**src/rtl/bitfusion_column_collector.sv**
```systemverilog
`default_nettype none
// ============================================================================
// Module   : bitfusion_column_collector
// Brief    : Column output reader. Latency-matched token tracking, capture,
//            requantisation and a show-ahead result FIFO on a valid/ready port.
// Revision : 1.0
// ============================================================================
module bitfusion_column_collector #(
   parameter int LATENCY    = 20,
   parameter int FIFO_DEPTH = 8
) (
   input  logic                          clk,
   input  logic                          reset,
   input  logic                          issue,
   input  logic                          issue_last,
   input  logic [27:0]                   total_output,
   input  logic [4:0]                    out_shift,
   output logic [15:0]                   out_data,
   output logic                          out_sat,
   output logic                          out_valid,
   input  logic                          out_ready,
   output logic [$clog2(FIFO_DEPTH):0]   fifo_count,
   output logic                          overflow,
   input  logic                          clear_ovf,
   output logic                          busy,
   output logic [1:0]                    fsm_state
);

   localparam int c_PTR_W = $clog2(FIFO_DEPTH);
   localparam int c_INF_W = $clog2(LATENCY + 1);
   localparam logic [c_PTR_W:0] c_FULL = (c_PTR_W + 1)'(FIFO_DEPTH);

   typedef enum logic [1:0] {
      ST_IDLE  = 2'b00,
      ST_RUN   = 2'b01,
      ST_DRAIN = 2'b10
   } state_t;

   logic [LATENCY-1:0]   r_tok_valid;
   logic [LATENCY-1:0]   r_tok_last;
   logic [c_INF_W-1:0]   r_inflight;
   logic [16:0]          r_mem [FIFO_DEPTH];
   logic [c_PTR_W-1:0]   r_wr_ptr;
   logic [c_PTR_W-1:0]   r_rd_ptr;
   logic [c_PTR_W:0]     r_count;
   logic                 r_overflow;
   state_t               r_state;

   logic                 w_emerge;
   logic                 w_capture;
   logic signed [27:0]   w_shifted;
   logic                 w_hi;
   logic                 w_lo;
   logic [15:0]          w_req_data;
   logic                 w_req_sat;
   logic                 w_full;
   logic                 w_pop;
   logic                 w_push;
   logic                 w_drop;

   assign w_emerge  = r_tok_valid[LATENCY-1];
   assign w_capture = w_emerge & r_tok_last[LATENCY-1];

   assign w_shifted  = $signed(total_output) >>> out_shift;
   assign w_hi       = w_shifted > 28'sd32767;
   assign w_lo       = w_shifted < -28'sd32768;
   assign w_req_data = w_hi ? 16'h7FFF : (w_lo ? 16'h8000 : w_shifted[15:0]);
   assign w_req_sat  = w_hi | w_lo;

   // A pop frees the slot in the same cycle, so a full FIFO still accepts.
   assign w_full = (r_count == c_FULL);
   assign w_pop  = out_valid & out_ready;
   assign w_push = w_capture & (~w_full | w_pop);
   assign w_drop = w_capture & w_full & ~w_pop;

   always_ff @(posedge clk or negedge reset) begin
      if (!reset) begin
         r_tok_valid <= '0;
         r_tok_last  <= '0;
         r_inflight  <= '0;
      end else begin
         r_tok_valid[0] <= issue;
         r_tok_last[0]  <= issue & issue_last;
         for (int i = 1; i < LATENCY; i++) begin
            r_tok_valid[i] <= r_tok_valid[i-1];
            r_tok_last[i]  <= r_tok_last[i-1];
         end
         case ({issue, w_emerge})
            2'b10:   r_inflight <= r_inflight + 1'b1;
            2'b01:   r_inflight <= r_inflight - 1'b1;
            default: r_inflight <= r_inflight;
         endcase
      end
   end

   // Storage is not reset; the head is masked by out_valid instead.
   always_ff @(posedge clk) begin
      if (w_push)
         r_mem[r_wr_ptr] <= {w_req_sat, w_req_data};
   end

   always_ff @(posedge clk or negedge reset) begin
      if (!reset) begin
         r_wr_ptr   <= '0;
         r_rd_ptr   <= '0;
         r_count    <= '0;
         r_overflow <= 1'b0;
      end else begin
         if (w_push)
            r_wr_ptr <= r_wr_ptr + 1'b1;
         if (w_pop)
            r_rd_ptr <= r_rd_ptr + 1'b1;
         case ({w_push, w_pop})
            2'b10:   r_count <= r_count + 1'b1;
            2'b01:   r_count <= r_count - 1'b1;
            default: r_count <= r_count;
         endcase
         if (w_drop)
            r_overflow <= 1'b1;
         else if (clear_ovf)
            r_overflow <= 1'b0;
      end
   end

   always_ff @(posedge clk or negedge reset) begin
      if (!reset) begin
         r_state <= ST_IDLE;
      end else begin
         case (r_state)
            ST_IDLE: begin
               if (issue)
                  r_state <= ST_RUN;
            end
            ST_RUN: begin
               if (!issue && r_inflight == '0)
                  r_state <= (r_count != '0) ? ST_DRAIN : ST_IDLE;
            end
            ST_DRAIN: begin
               if (issue)
                  r_state <= ST_RUN;
               else if (r_count == '0)
                  r_state <= ST_IDLE;
            end
            default: r_state <= ST_IDLE;
         endcase
      end
   end

   assign out_valid  = (r_count != '0);
   assign out_data   = out_valid ? r_mem[r_rd_ptr][15:0] : 16'h0000;
   assign out_sat    = out_valid & r_mem[r_rd_ptr][16];
   assign fifo_count = r_count;
   assign overflow   = r_overflow;
   assign busy       = (r_state != ST_IDLE);
   assign fsm_state  = r_state;

endmodule
`default_nettype wire

```
**config.mk**
```make
export PLATFORM = sky130hd
export DESIGN_NAME = bitfusion_column_collector
export DESIGN_NICKNAME = d
export VERILOG_FILES = /design/src/rtl/bitfusion_column_collector.sv
export SDC_FILE = /design/constraint.sdc
export NUM_CORES = 1
export LEC_CHECK = 0
export CORE_MARGIN = 8
export CORE_UTILIZATION = 40
export CTS_CLUSTER_DIAMETER = 40
export DETAILED_ROUTE_END_ITERATION = 10
export SYNTH_ARGS = -nofsm -noshare
export SYNTH_HDL_FRONTEND = slang
export SYNTH_SLANG_ARGS = --single-unit
```
**constraint.sdc**
```tcl
create_clock -name clk -period 3.95 [get_ports clk]
set_input_delay 0.79 -clock clk [delete_from_list [all_inputs] [get_ports clk]]
set_output_delay 0.79 -clock clk [all_outputs]
set_load 0.005 [all_outputs]
```
Word level (Yosys, flattened, before mapping):

Memory sizes are Yosys's and may differ from the RTL's.
Cells that the tools add are included.

* reductions and logical operators: 11
* eq/ne operators: 10
* divide/modulo/power cells: 0
* multipliers: 0
* multiplexer cells: 15
* $add $sub $neg: 6
* shift operators: 1
* order comparisons: 2
* bitwise logic cells: 11

Operators with widths (number)
* $mux W16: 3
* $gt A28 B16 Y1 const B: 1
* $lt A28 B16 Y1 const B: 1
* $sshr A28 B5 Y28: 1
* $mux W2: 5
* $pmux W5 S2: 1
* $pmux W4 S2: 1
* $reduce_bool A2 Y1: 4
* $and A1 B1 Y1: 7
* $add A3 B1 Y3 const B: 2
* $eq A2 B1 Y1 const B: 3
* $eq A2 B2 Y1 const B: 3
* $pmux W2 S3: 1
* $add A5 B1 Y5 const B: 1
* $logic_not A5 Y1: 1
* $sub A5 B1 Y5 const B: 1
* $add A4 B1 Y4 const B: 1
* $eq A4 B4 Y1 const B: 1
* $logic_not A4 Y1: 1
* $mux W1: 4
* $ne A2 B2 Y1 const B: 2
* $reduce_bool A4 Y1: 1
* $sub A4 B1 Y4 const B: 1
* $ne A3 B3 Y1 const B: 1
* 6 further kinds: 8

* logic and storage cells: 65
* bits in read-only memories: 0
* bits in latches: 0
* bits of input ports: 39
* output and inout port bits: 26
* flip-flop bits (word level): 58
* bits in writable memories: 136
* memories kept: 1

Memory list
* r_mem: words 8, bits a word 17, read ports 1, clocked after memory_dff 0, write ports 1, line 42 `logic [16:0] r_mem [FIFO_DEPTH];`

Depth between registers and ports, before layout:

Gate-level depths: netlist (run 1).

* depth after elaboration: 6
* mapped depth: 11

Worst setup path before layout (run 1):

No wires, ideal clock.

* path type: input-to-reg
* from: input out_ready
* to: memory r_mem[0][0] (enable)
* slack: 0.728 ns
* arrival time: 2.787 ns
* required time: 3.515 ns
* stages on the path: 3
* cells stage by stage: nand3b_1 -> nand3_1 -> nor4_1

* word-level cells in the longest chain between the ends: 5

RTL lines
* from (decl): line 21 `input logic out_ready,`
* $and A1 B1 Y1: line 72 `assign w_pop = out_valid & out_ready;`
* $or A1 B1 Y1: line 73 `assign w_push = w_capture & (~w_full | w_pop);`
* $and A1 B1 Y1: line 73
* $mux W1: line 98 `if (w_push)`
* $mux W1 (implied by the code): line 99 `r_mem[r_wr_ptr] <= {w_req_sat, w_req_data};`
* to (decl): line 42

No other way between the ends.

Worst setup path after layout (run 1):

* from: input out_shift[0]
* to: memory r_mem[0][13] (data pin)

* word-level cells in the longest chain between the ends: 4
* elaborated cells on any way between the ends: 5

RTL lines
* from (decl): line 17 `input logic [4:0] out_shift,`
* $sshr A28 B5 Y28 *: line 64 `assign w_shifted = $signed(total_output) >>> out_shift;`
* $lt A28 B16 Y1: line 66 `assign w_lo = w_shifted < -28'sd32768;`
* $mux W16: line 67 `assign w_req_data = w_hi ? 16'h7FFF : (w_lo ? 16'h8000 : w_shifted[15:0]);`
* $mux W16 *: line 67
* named net w_req_data[13]: line 54 `logic [15:0] w_req_data;`

The timed path passes the listed nets; every way through them passes the cells marked *.

==> results.txt, run 1 <==
- The flow ran to the end, and the final reports show no timing, DRC or antenna violations.
- Library cell contributing the largest single delay on the critical path: sky130_fd_sc_hd__o311ai_1
* Maximum clock rate: 269 MHz
- Launching element type of the critical path: input pin
* CTS sink count: 194
* Worst slew margin relative to its limit: 32.1%
* Number of hold-slack violations in the final timing report: 0
- The design draws 6200 uW.
- Maximum number of pins on one net before global-route repair: 40
* CP Class: input pin to register
- Power spread over the standard cell area amounts to approximately 560 nW/um^2.
* Category of the worst setup path capture point: register
- In this run the cell area measured after placement is 10500 sq um.
- The number of buffers and inverters on the critical path is 2.
- Sequential cells were found to cover 59.5% of the synthesized design area.
- For this run, asynchronously set or reset flops after synthesis account for 29.9%.
- 65 I/O pins were placed.
- Synthesis produced a netlist with a net count of 664.
- The number of max-slew violations in the final report is 0.
- In the layout the commonest cells are 136 x sky130_fd_sc_hd__edfxtp_1, 61 x sky130_fd_sc_hd__clkdlybuf4s50_1, 57 x sky130_fd_sc_hd__dfrtp_1.
- Synth warnings: 0
- Across the run, the number of max-cap violations was 0.
* Std cell rows: between 50 and 60
- Top Layer Used: met4
- Drt pass-1 iters: 4
* Sum of net half-perimeters after detailed placement: 14300 um
* Cells after synthesis: 615
- Vias after detailed routing: 5541
- Antenna Diode Count: 0
* Violation count after the first detailed-routing iteration: 378
- The first global-routing pass estimated 33200 um of wire.
- Horizontal die dimension: 169 um
- Mean area per synthesized cell: 15.1 sq um
- The mapped netlist covers 9310 sq um.
- The analysis attributes to cell leakage a power of 0.00404 uW.
- Critical Path AT: 3800 ps
* Leading cell type in the layout, fill and taps excluded: sky130_fd_sc_hd__edfxtp_1
- The critical path goes through clkdlybuf4s50_1 > buf_4 > or2_0 > a311oi_1 > a32oi_1 > nor4_2 > a21oi_2 > o311ai_1.
- Starting density of the core: 40.1%
- Across all hold checks on the routed design, the worst slack comes to 347 ps.
* Post-route antenna net violation count: 0
- TritonCTS Buffers: 17
* GR Util All Layers: 15.1%
- Antenna violations before repair: 0
* Class of the worst hold path: register to register
* Clock insertion delay at the later pin of the skew report: 430 ps
* Final net count: roughly 750
- Wire segments on met3 add up to 934 um in the final route.
- Of the available clock period, the critical path in the final layout requires 94.3%.
- Unrepaired setup endpoints after global routing: no
* Number of buffers inserted to repair setup after CTS: 0
* Final estimated routing congestion in global placement: approximately 0.92
- Post-route minimum period: 3720 ps
- VDD sags by at most ~0.35 mV.
- Global routing finished with a remaining overflow of 0.
- The cell sitting at the root of the clock tree is a sky130_fd_sc_hd__clkbuf_16.
- Via count of the first global-routing pass: roughly 5900
* Maximum fanout encountered on the critical timing path: 16
- For the worst setup path, the data required time is 4030 ps.
* Fill cell total of the finished layout: 1972
- Counting flops with a built-in enable in the synthesized netlist gives 136.
- Fraction of final layout cells sized beyond drive strength 1: 22.8%
- After clock tree synthesis, the clock-pin slew on the worst setup and hold paths is about 80 ps.
- Summed over all nets, wire length on met2 after detailed routing comes to 10000 um.
- Measured along the y axis, the die boundary spans ~170 um.
- For the pin with the worst max-slew slack, the measured transition is 1000 ps.
- The die covers about 28000 sq um.
* Yosys cell types: 74
- CTS Hold Buffers Added: 0
* Number of design rule violations left after detail routing: 0
* Post-route design area: 11100 sq um
* Delay of the slowest cell on the worst path: about 900 ps
* Top_reg_cell synth: sky130_fd_sc_hd__edfxtp_1
- Cells fill 47.9% of the core in the end.
- Setup violations remaining at the end of the flow were counted as 0.
- Clock Path Buffers: 2
- In this design, the largest share of critical-path delay is due to compound AO/OA/AOI/OAI gates.
* Per-cell via count in the routed design: 5.35
* Detailed-routing wirelength on met1: 9340 um
- Clock skew: roughly 17 ps
- The total area inside the core boundary comes to 23200 sq um.
- CTS built an H-tree with a depth of 4.
* Clock tree from TritonCTS: yes
* Yosys reg bits: 194
- Layout area overhead: 19.3%
- Dividing the detail-routed wire length by the instance count gives 19.8 um.
- In this run the tool buffered the top-level ports with 64 buffer cells.
* CTS-repair resized insts: 0
- The final layout contains routed wiring with a total length of slightly above 20000 um.
layer usage:
metal / vias to the layer above / GRT usage [%]
met3: 13 / 3.03
met5: - / 0
met4: 0 / 4.54
met1: 2787 / 20.2
li1: 2587 / -
met2: 154 / 24.5
stage by stage:
| step | setup WS [ps] | instances | setup TNS [ps] |
|---|---|---|---|
| 2_1_floorplan | 728 | 615 | 0 |
| 3_3_place_gp | 16.8 | 1003 | 0 |
| 6_report | 227 | 1035 | 0 |
| 4_1_cts | 323 | 1035 | 0 |
| 3_5_place_dp | -133 | 1003 | -5550 |
| 5_1_grt | 87.7 | 1035 | 0 |
flip-flops by register name, summed over array words and instances (netlist names), 2 cells and up:
register / flops
fsm_state: 2
r_mem: 136
r_tok_valid: 20
r_inflight: 5
r_rd_ptr: 3
r_tok_last: 20
r_wr_ptr: 3
fifo_count: 4
cells by family after synthesis:
kind of cell               share of synthesized area [%]
DFF                                                 59.5
and+or+nand+nor                                     6.94
muxes                                               20.4
AOI/OAI and AO/OA                                   7.43
buffers and inverters                               3.01
xor gates and xnor gates                            1.22
adders and majority gates                           1.51
synth_stat cells (7+ instances only):
cell type / number / area [sq um]
sky130_fd_sc_hd__dfrtp_1: 58 / 1450
sky130_fd_sc_hd__nor2_1: 46 / 173
sky130_fd_sc_hd__a21oi_1: 19 / 95.1
sky130_fd_sc_hd__nor3_1: 10 / 50.1
sky130_fd_sc_hd__clkbuf_1: 17 / 63.8
sky130_fd_sc_hd__o21ai_0: 13 / 65.1
sky130_fd_sc_hd__buf_2: 8 / 40.0
sky130_fd_sc_hd__xnor2_1: 7 / 61.3
sky130_fd_sc_hd__mux4_2: 53 / 1190
sky130_fd_sc_hd__inv_1: 16 / 60.1
sky130_fd_sc_hd__mux2i_1: 44 / 440
sky130_fd_sc_hd__nand2_1: 33 / 124
sky130_fd_sc_hd__ha_1: 8 / 100
sky130_fd_sc_hd__edfxtp_1: 136 / 4080
sky130_fd_sc_hd__mux2_2: 9 / 101
sky130_fd_sc_hd__mux2_1: 10 / 113
worst paths after layout:
path,startpoint,endpoint,slack (ps),depth (start not counted)
max,out_shift[0],r_mem[0][13],230,8
min,r_tok_last[13],r_tok_last[14],350,0
max reg2reg,fifo_count[1],fifo_count[3],1290,10
min reg2reg,r_tok_last[13],r_tok_last[14],350,0
max in group asynchronous,reset,r_tok_valid[5],2720,2
min in group asynchronous,reset,r_tok_valid[19],450,1
report_power, final:
group | switching, uW | internal, uW
Combinational | 903 | 1080
Clock | 822 | 858
Sequential | 169 | 2370
Total | 1890 | 4300
layout make-up:
type	count	area [sq um]	share of cell area, %
flip-flops and latches	194	5540	49.9
multi-input cells	362	3530	31.8
repair buffers	108	981	8.83
clock buffers	18	429	3.86
well taps	319	399	3.59
clock inverters	14	158	1.42
inverters	20	75.1	0.676
(Power assumes the default switching activity.)
==> run 2: changes to the inputs <==
==> constraint.sdc (replaced) <==
create_clock -name clk -period 3.12 [get_ports clk]
set_input_delay 0.624 -clock clk [delete_from_list [all_inputs] [get_ports clk]]
set_output_delay 0.624 -clock clk [all_outputs]
set_load 0.005 [all_outputs]
==> run 2 against run 1 <==
  * Clock power up 31%
  * Critical path depth fell by 3
  * Clock skew decreased by 4.4 ps
  * Final area grew 6.8%
  * Largest cell class unchanged
  * Cell count is 6.3% higher
  * First-iteration DRC count is 17% lower
  * Register-to-register slack worse by 430 ps
==> results.txt, run 2 (same netlist as run 1, synthesis figures left out) <==
* GR Util All Layers: 15.7% (+0.60 points)
- The smallest clock period supported by the final layout is computed as 3020 ps.
* CTS Hold Buffers Added: 0 (unchanged)
- The number of buffers created by CTS was 17 (unchanged).
* Vias after detailed routing: 5872 (+6.0%)
- Maximum clock rate: 331 MHz
- Critical Path AT: 2400 ps (-1400 ps)
- The insertion delay to the later sink of the worst-skew pair came to 430 ps (about the same).
* Number of buffers inserted by port buffering: 64 (unchanged)
* Run status: finished, final reports clean
* Sum Neg Setup Slack: 0 ps (unchanged)
- The detailed-route wire length is 21500 um (+5.0%).
- The tightest min-delay check is of the input pin to asynchronous set/reset pin type.
- The worst setup path is captured at an output port.
* Layout area overhead: 27.4%
- The sum of internal, switching and leakage power was 8130 uW (+31%).
- The net total in the final layout came to 817 (+8.6%).
- The TritonCTS sink count is 194 (unchanged).
- The library cell used most frequently in the layout, excluding fill and tap cells, is sky130_fd_sc_hd__edfxtp_1.
- The average wire per standard cell came to 19.6 um (-1.3%).
* Internal power contribution: 5630 uW (+31%)
* Maxcap violations: 0 (unchanged)
- More flip-flops sit in one register than any other, and that register is r_mem.
- The switching power summed over all nets is 2510 uW (+32%).
- In this run the clock root is driven by a sky130_fd_sc_hd__clkbuf_16.
* Antenna Diode Count: 0 (unchanged)
- The non-filler instance count after layout came to 1100 (+6.3%).
* Clock Path Buffers: 2 (unchanged)
* Std cell rows: 56 (unchanged)
- Die Footprint: 28400 sq um (unchanged)
- The worst path uses 96.9% of the clock period.
* CP Class: register to output port
* Sum of net half-perimeters after detailed placement: 15300 um (+6.3%)
* Overall overflow remaining after global route: 0 (unchanged)
* DIE HEIGHT: 169 um (unchanged)
- The clock-pin slew of the registers on the worst-case setup and hold paths came to 80 ps (about the same).
- The number of DRC violations after detailed-routing iteration 0 is 315 (-17%).
- Share of total power consumed by net switching: 30.8% (+0.25 points)
- The number of detailed-routing iterations run before antenna repair is 5 (+1).
- Leakage: 0.00450 uW (+11%)
* Maximum number of pins on one net before global-route repair: 41 (+2.5%)
- The weighted congestion reported at the end of routability-driven placement is 0.849 (-8.2%).
* Number of design rule violations left after detail routing: 0 (unchanged)
- Final slew viol count: 0 (unchanged)
* FF-to-FF path depth: 10 (unchanged)
- The remaining antenna violation count after routing is 0 (unchanged).
- The maximum fanout along the worst path is 18 (+2).
- The number of levels in the clock H-tree came to 4 (unchanged).
* Pwr per Cell Area: 686 nW/um^2 (+23%)
- Seq pwr share: 39.1% (-1.8 points)
- TritonCTS built the clock tree.
* Part of the total power dissipated in combinational logic: 33.9% (+1.9 points)
* CP required: 2500 ps (-1530 ps)
* Worst vdd ir: 0.339 mV (-1.8%)
* Fraction of final layout cells sized beyond drive strength 1: 31.9% (+9.1 points)
* Global-route wire length before repair: 34800 um (+4.8%)
* Number of top-level design ports: 65 (unchanged)
- Antenna violations before repair: 0 (unchanged)
- The actual transition at the worst max-transition pin was 861 ps (-142 ps).
- The relative slew slack came to 42.6% (+11 points).
* Tightest hold margin: 292 ps (-55.1 ps)
* Number of hold-slack violations in the final timing report: 0 (unchanged)
- STA classifies the critical path startpoint as a register.
- The fraction of power consumed by the clock network is 27.0% (about the same).
* Fill cell total of the finished layout: 1943 (-1.5%)
* Area of the core region: 23200 sq um (unchanged)
- Horizontal die dimension: 169 um (unchanged)
* Largest register FFs: 136 (unchanged)
* Post-route worst setup slack: 97.6 ps (-129 ps)
- Per-cell via count in the routed design: 5.34 (-0.29%)
- In the final layout, the registers with the most flip-flops are r_mem: 136 flops, r_tok_last: 20 flops, r_tok_valid: 20 flops.
- Pre-CTS setup slack: -678 ps (-544 ps)
- The final clock skew is 12.2 ps (-4.41 ps).
* Via count of the first global-routing pass: 6239 (+5.3%)
- Starting density of the core: 40.1% (unchanged)
- The top cell types in the final layout, fill and taps aside, are 136 x sky130_fd_sc_hd__edfxtp_1, 100 x sky130_fd_sc_hd__buf_4, 57 x sky130_fd_sc_hd__dfrtp_1.
- Cell Count Post-Placement: 1058 (+5.5%)
- The number of setup violations in the final report was 0 (unchanged).
## run 2: cell count changes in the layout (fill, tap and decap cells not counted), moves of 5 or more
cell / change
sky130_fd_sc_hd__buf_4: +58
sky130_fd_sc_hd__clkdlybuf4s50_1: -12
sky130_fd_sc_hd__dlymetal6s2s_1: +11
sky130_fd_sc_hd__o221ai_1: -6
sky130_fd_sc_hd__o221ai_2: +5
## run 2: final timing paths
| path | from | endpoint | slack (ps) |
|---|---|---|---|
| min reg2reg | r_tok_last[13] | r_tok_last[14] | 350 |
| max reg2reg | fifo_count[0] | fifo_count[3] | 860 |
| max in group asynchronous | reset | r_inflight[1] | 2050 |
| min in group clk | r_tok_last[13] | r_tok_last[14] | 350 |
| min | reset | r_tok_last[19] | 290 |
| max | r_rd_ptr[0] | out_data[11] | 100 |
## run 2: worst max-delay path, cell delays in order, from the launching register on
cell	delay [ps]
sky130_fd_sc_hd__dfrtp_2	480
sky130_fd_sc_hd__buf_12	220
sky130_fd_sc_hd__mux4_2	520
sky130_fd_sc_hd__mux2i_1	220
sky130_fd_sc_hd__nor2_1	60
sky130_fd_sc_hd__clkdlybuf4s50_1	450
## run 2: area by class of cell
cell class	instances	area, sq um	share of cell area, %
flip-flops and latches	194	5540	46.7
multi-input cells	362	3670	30.9
repair buffers	173	1560	13.1
clock buffers	17	425	3.59
well taps	319	399	3.37
clock inverters	15	195	1.65
inverters	20	75.1	0.633
## run 2: what timing repair did
item | in CTS | in global routing
buffers inserted | 3 | 7
gates resized for setup | 20 | 20
cloned | 0 | 0
endpoints found under the setup margin | 96 | 128
pin swaps | 2 | 6
## run 2: power by group through the flow
stage | Sequential (uW) | Clock, uW | Combinational, uW
after CTS | 3180 | 2250 | 2770
final | 3180 | 2200 | 2760
after global placement | 3220 | 0 | 2660
after detailed placement | 3240 | 0 | 2730
after floorplan | 3170 | 0 | 1590
after global routing | 3210 | 2350 | 3020
## run 2: through the flow
step | utilization, % | cell area (sq um)
2_1_floorplan | - | 9310
3_3_place_gp | 47.4 | 11000
3_5_place_dp | 47.4 | 11000
4_1_cts | 50.6 | 11700
5_1_grt | 51.1 | 11900
6_report | 51.1 | 11900
## run 2: layer usage
metal / global-route usage (%) / wire length [um] / share of wire [%]
met1: 20.0 / 9680 / 45
met2: 27.2 / 10800 / 50
met3: 2.63 / 806 / 3.7
met4: 4.50 / 288 / 1.3
met5: 0 / 0 / 0
==> run 3: changes to the inputs <==
--- a/config.mk
+++ b/config.mk
@@ -5,6 +5,7 @@
 export SDC_FILE = /design/constraint.sdc
 export NUM_CORES = 1
 export LEC_CHECK = 0
+export ABC_AREA = 1
 export CORE_MARGIN = 8
 export CORE_UTILIZATION = 40
 export CTS_CLUSTER_DIAMETER = 40
==> run 3 against run 2 <==
  * Total power increased by 0.86%
  * Synthesized cell count up 49%
  * Sequential cell count unchanged
  * Highest routed layer unchanged
==> results.txt, run 3 <==
- The detailed-route vias per instance came to 5.16 (-3.4%).
- The register with the most flip-flops in the final layout is r_mem.
* Die Footprint: 27200 sq um (-4.2%)
- STA classifies the critical path startpoint as a register.
* Number of standard cells in the final layout excluding fillers: 1275 (+16%)
* Horizontal die dimension: 165 um (-2.1%)
* Post-route worst setup slack: 148 ps (+50.0 ps)
- Period Utilization, post-route: 95.3% (-1.6 points)
- The insertion delay to the later sink of the worst-skew pair came to 420 ps (about the same).
- The combined buffer and inverter count along the critical path was 3 (+1).
- Final slew viol count: 0 (unchanged)
- The number of antenna diodes was 0 (unchanged).
- The kind of cell with the highest combined delay along the critical path is buffers and inverters.
- Layout area overhead: 20.2%
- Wire length per cell after detailed routing: 16.4 um (-16%)
- RR Startpoint: fifo_count[0]
- The worst hold path was traced through 0 stages.
- Fill cell total of the finished layout: 2028 (+4.4%)
* Unrepaired setup endpoints after global routing: no
- The delay of the slowest cell on the worst path was 560 ps (+40 ps).
- Final net count: 1031 (+26%)
* CTS root buf: sky130_fd_sc_hd__clkbuf_16
- Aggregate routed wire length: 20900 um (-2.8%)
- Std cell rows: 54 (-3.6%)
- The share of synthesized registers carrying an async set or reset came to 29.9% (unchanged).
* Top_reg_cell synth: sky130_fd_sc_hd__edfxtp_1
- Leading cell types by total area after synthesis: sky130_fd_sc_hd__edfxtp_1 46%, sky130_fd_sc_hd__dfrtp_1 16%, sky130_fd_sc_hd__nand2_1 8.6%
- The number of DRC violations after detailed-routing iteration 0 was 416 (+32%).
- Worst-path clk slew: 70 ps (about the same)
* Antenna violations before repair: 0 (unchanged)
* Cell Count Post-Placement: 1239 (+17%)
- The relative slew slack came to 25.8% (-17 points).
- Yosys reg bits: 194 (unchanged)
- Dominant cell type by area after synthesis: sky130_fd_sc_hd__edfxtp_1
* GR Util All Layers: 15.8% (+0.12 points)
- Hold EP: r_tok_valid[19]
* Destination of the worst register-to-register timing path: fifo_count[3]
- Yosys cell types: 30 (-59%)
- The slowest stage of the critical path belongs to the cell sky130_fd_sc_hd__clkdlybuf4s50_1.
* Post-route antenna net violation count: 0 (unchanged)
* Via count of the first global-routing pass: 6302 (+1.0%)
- The maximum number of pins on one net before global-route repair came to 52 (+27%).
* Starting density of the core: 40.7% (+0.53 points)
* Synth warnings: 0 (unchanged)
- The largest registers in the layout are r_mem: 136 flops, r_tok_last: 20 flops, r_tok_valid: 20 flops.
- Final estimated routing congestion in global placement: 0.878 (+3.5%)
* DIE HEIGHT: 165 um (-2.1%)
- The sequential standard cell area is 5540 sq um (about the same).
- Path length in cells of the critical path: 7 (+2)
- Most frequent cell on the critical path: sky130_fd_sc_hd__o21ai_0
* Pwr per Cell Area: 769 nW/um^2 (+12%)
- In this run the most critical hold path is launched from r_tok_valid[18].
* Footprint of the multi-input gates: 2950 sq um (-20%)
- Class of the worst hold path: register to register
- Slew at the pin closest to its max-slew limit: 1110 ps (+252 ps)
* Cells after synthesis: 916 (+49%)
- The final setup TNS was 0 ps (unchanged).
- Largest register FFs: 136 (unchanged)
- Post-route minimum period: 2970 ps (-50.0 ps)
- The slack of the worst reg-to-reg path was 790 ps (-70 ps).
* Total nets after synthesis: 965 (+45%)
- The number of enable flip-flop cells after synthesis was 136 (unchanged).
* Category of the worst setup path capture point: output port
- Maxcap violations: 0 (unchanged)
- The critical path is of the register to output port type.
- Tightest hold margin: 349 ps (+57.5 ps)
* FF-to-FF path depth: 12 (+2)
* Number of buffers inserted by port buffering: 64 (unchanged)
- Clock skew: 9.76 ps (-2.46 ps)
* Maximum fanout encountered on the critical timing path: 46 (+28)
* Most repeated cell in the gate-level netlist after synthesis: sky130_fd_sc_hd__nand2_1
- Sum of net half-perimeters after detailed placement: 13300 um (-13%)
- The number of remaining DRC errors is 0 (unchanged).
- Commonest cells after routing, fill and taps aside: 203 x sky130_fd_sc_hd__nand2_1, 139 x sky130_fd_sc_hd__nor2_1, 136 x sky130_fd_sc_hd__edfxtp_1
* Pre-CTS setup slack: 7.67 ps (+686 ps)
- The share of layout cells above drive strength 1 was 8.34% (-24 points).
- Clock Path Buffers: 2 (unchanged)
* Global-route wire length before repair: 33600 um (-3.5%)
- The highest clock rate is 336 MHz (+1.7%).
* H-Tree Depth: 4 (unchanged)
- Number of hold-slack violations in the final timing report: 0 (unchanged)
- The number of buffers created by CTS was 17 (unchanged).
- The largest voltage drop on the vdd net is 0.402 mV (+18%).
- CP required: 2500 ps (about the same)
- Drt pass-1 iters: 5 (unchanged)
- The TritonCTS sink count came to 194 (unchanged).
* Overall overflow remaining after global route: 0 (unchanged)
- Endpoints failing setup: 0 (unchanged)
* Clock tree from TritonCTS: yes
- CTS Hold Buffers Added: 0 (unchanged)
* Critical Path AT: 2350 ps (-50 ps)
- Mean area per synthesized cell: 9.69 sq um (-36%)
- Ranking of synthesized cells by instance count: 203 x sky130_fd_sc_hd__nand2_1, 139 x sky130_fd_sc_hd__nor2_1, 136 x sky130_fd_sc_hd__edfxtp_1, 122 x sky130_fd_sc_hd__o21ai_0, 73 x sky130_fd_sc_hd__nand3_1
* Leakage: 0.00425 uW (-5.5%)
* Combined area of all synthesized cells: 8870 sq um (-4.7%)
- Traced cell by cell, the critical path runs through buf_4 > buf_12 > o21ai_0 > o22ai_1 > o21ai_0 > a31oi_1 > clkdlybuf4s50_1.
* Area fraction of the dominant cell type after synthesis: 46.0% (+2.1 points)
- Final core area utilization: 48.9% (-2.3 points)
- Share of the yosys chip area belonging to registers: 62.4% (+2.9 points)
- The run finished with clean final reports.
* Area of the core region: 21800 sq um (-5.9%)
- The library cell used most frequently in the layout, excluding fill and tap cells, is sky130_fd_sc_hd__nand2_1.
- Number of top-level design ports: 65 (unchanged)
- Vias after detailed routing: 6575 (+12%)
[run 3: report_power, final]
group	switching, uW	internal [uW]
clock	994	1060
sequential	128	3000
combinational	1660	1350
total	2790	5420
[run 3: area by class of cell]
class | count | area share, %
flip-flops and latches | 194 | 51.9
multi-input cells | 631 | 27.7
repair buffers | 101 | 10.5
clock buffers | 17 | 3.99
well taps | 280 | 3.28
clock inverters | 15 | 1.34
inverters | 37 | 1.30
[run 3: worst register-to-register path, stage by stage (launching register included)]
cell and delay [ps]:
sky130_fd_sc_hd__dfrtp_1 450, sky130_fd_sc_hd__nor2_1 80, sky130_fd_sc_hd__nand2_1 80, sky130_fd_sc_hd__buf_4 210
sky130_fd_sc_hd__nand2_1 70, sky130_fd_sc_hd__buf_4 160, sky130_fd_sc_hd__nor2_1 210, sky130_fd_sc_hd__ha_1 320
sky130_fd_sc_hd__a21oi_1 150, sky130_fd_sc_hd__nand2_1 70, sky130_fd_sc_hd__o21ai_0 210, sky130_fd_sc_hd__xor2_1 160
sky130_fd_sc_hd__inv_1 60
[run 3: metal layers]
layer	track usage, %	vias up	routed length, um
li1	-	3288	-
met2	24.4	172	9390
met5	0	-	0
met3	3.51	24	1180
met4	5.41	0	328
met1	21.7	3091	10000
[run 3: worst max-delay path by stage]
stage | from | to | slack [ps]
floorplan | out_ready | r_mem[0][0] | 770
global placement | out_shift[0] | r_mem[3][1] | 40
detailed placement | out_shift[0] | r_mem[3][1] | 8
CTS | r_rd_ptr[0] | out_data[7] | 0.1
global route | r_rd_ptr[0] | out_data[10] | 40
finish | r_rd_ptr[0] | out_data[13] | 150
[run 3: kinds of logic (layout without fill, tap and decap cells)]
logic type / count (synthesis) / after routing / synth area share [%]
buffers and inverters: 91 / 170 / 4.38
adder cells (fa/ha/maj): 10 / 10 / 1.58
XOR/XNOR: 8 / 8 / 0.790
AO/OA/AOI/OAI: 185 / 185 / 11.3
flip-flops: 194 / 194 / 62.4
AND/OR/NAND/NOR: 427 / 427 / 19.5
multiplexers: 1 / 1 / 0.113
[run 3: repair_timing]
| item | in CTS | in global routing |
|---|---|---|
| cloned | 1 | 1 |
| buffers inserted | 0 | 2 |
| gates resized for setup | 0 | 4 |
| endpoints found under the setup margin | 4 | 15 |
| hold endpoints to repair | 0 | 0 |
[run 3: per-stage QoR]
step                instance area [sq um]  power (uW)
finish                              10700        8210
global placement                    10000        6060
floorplan                            8870        4780
detailed placement                  10000        6110
global route                        10700        8750
CTS                                 10600        8230
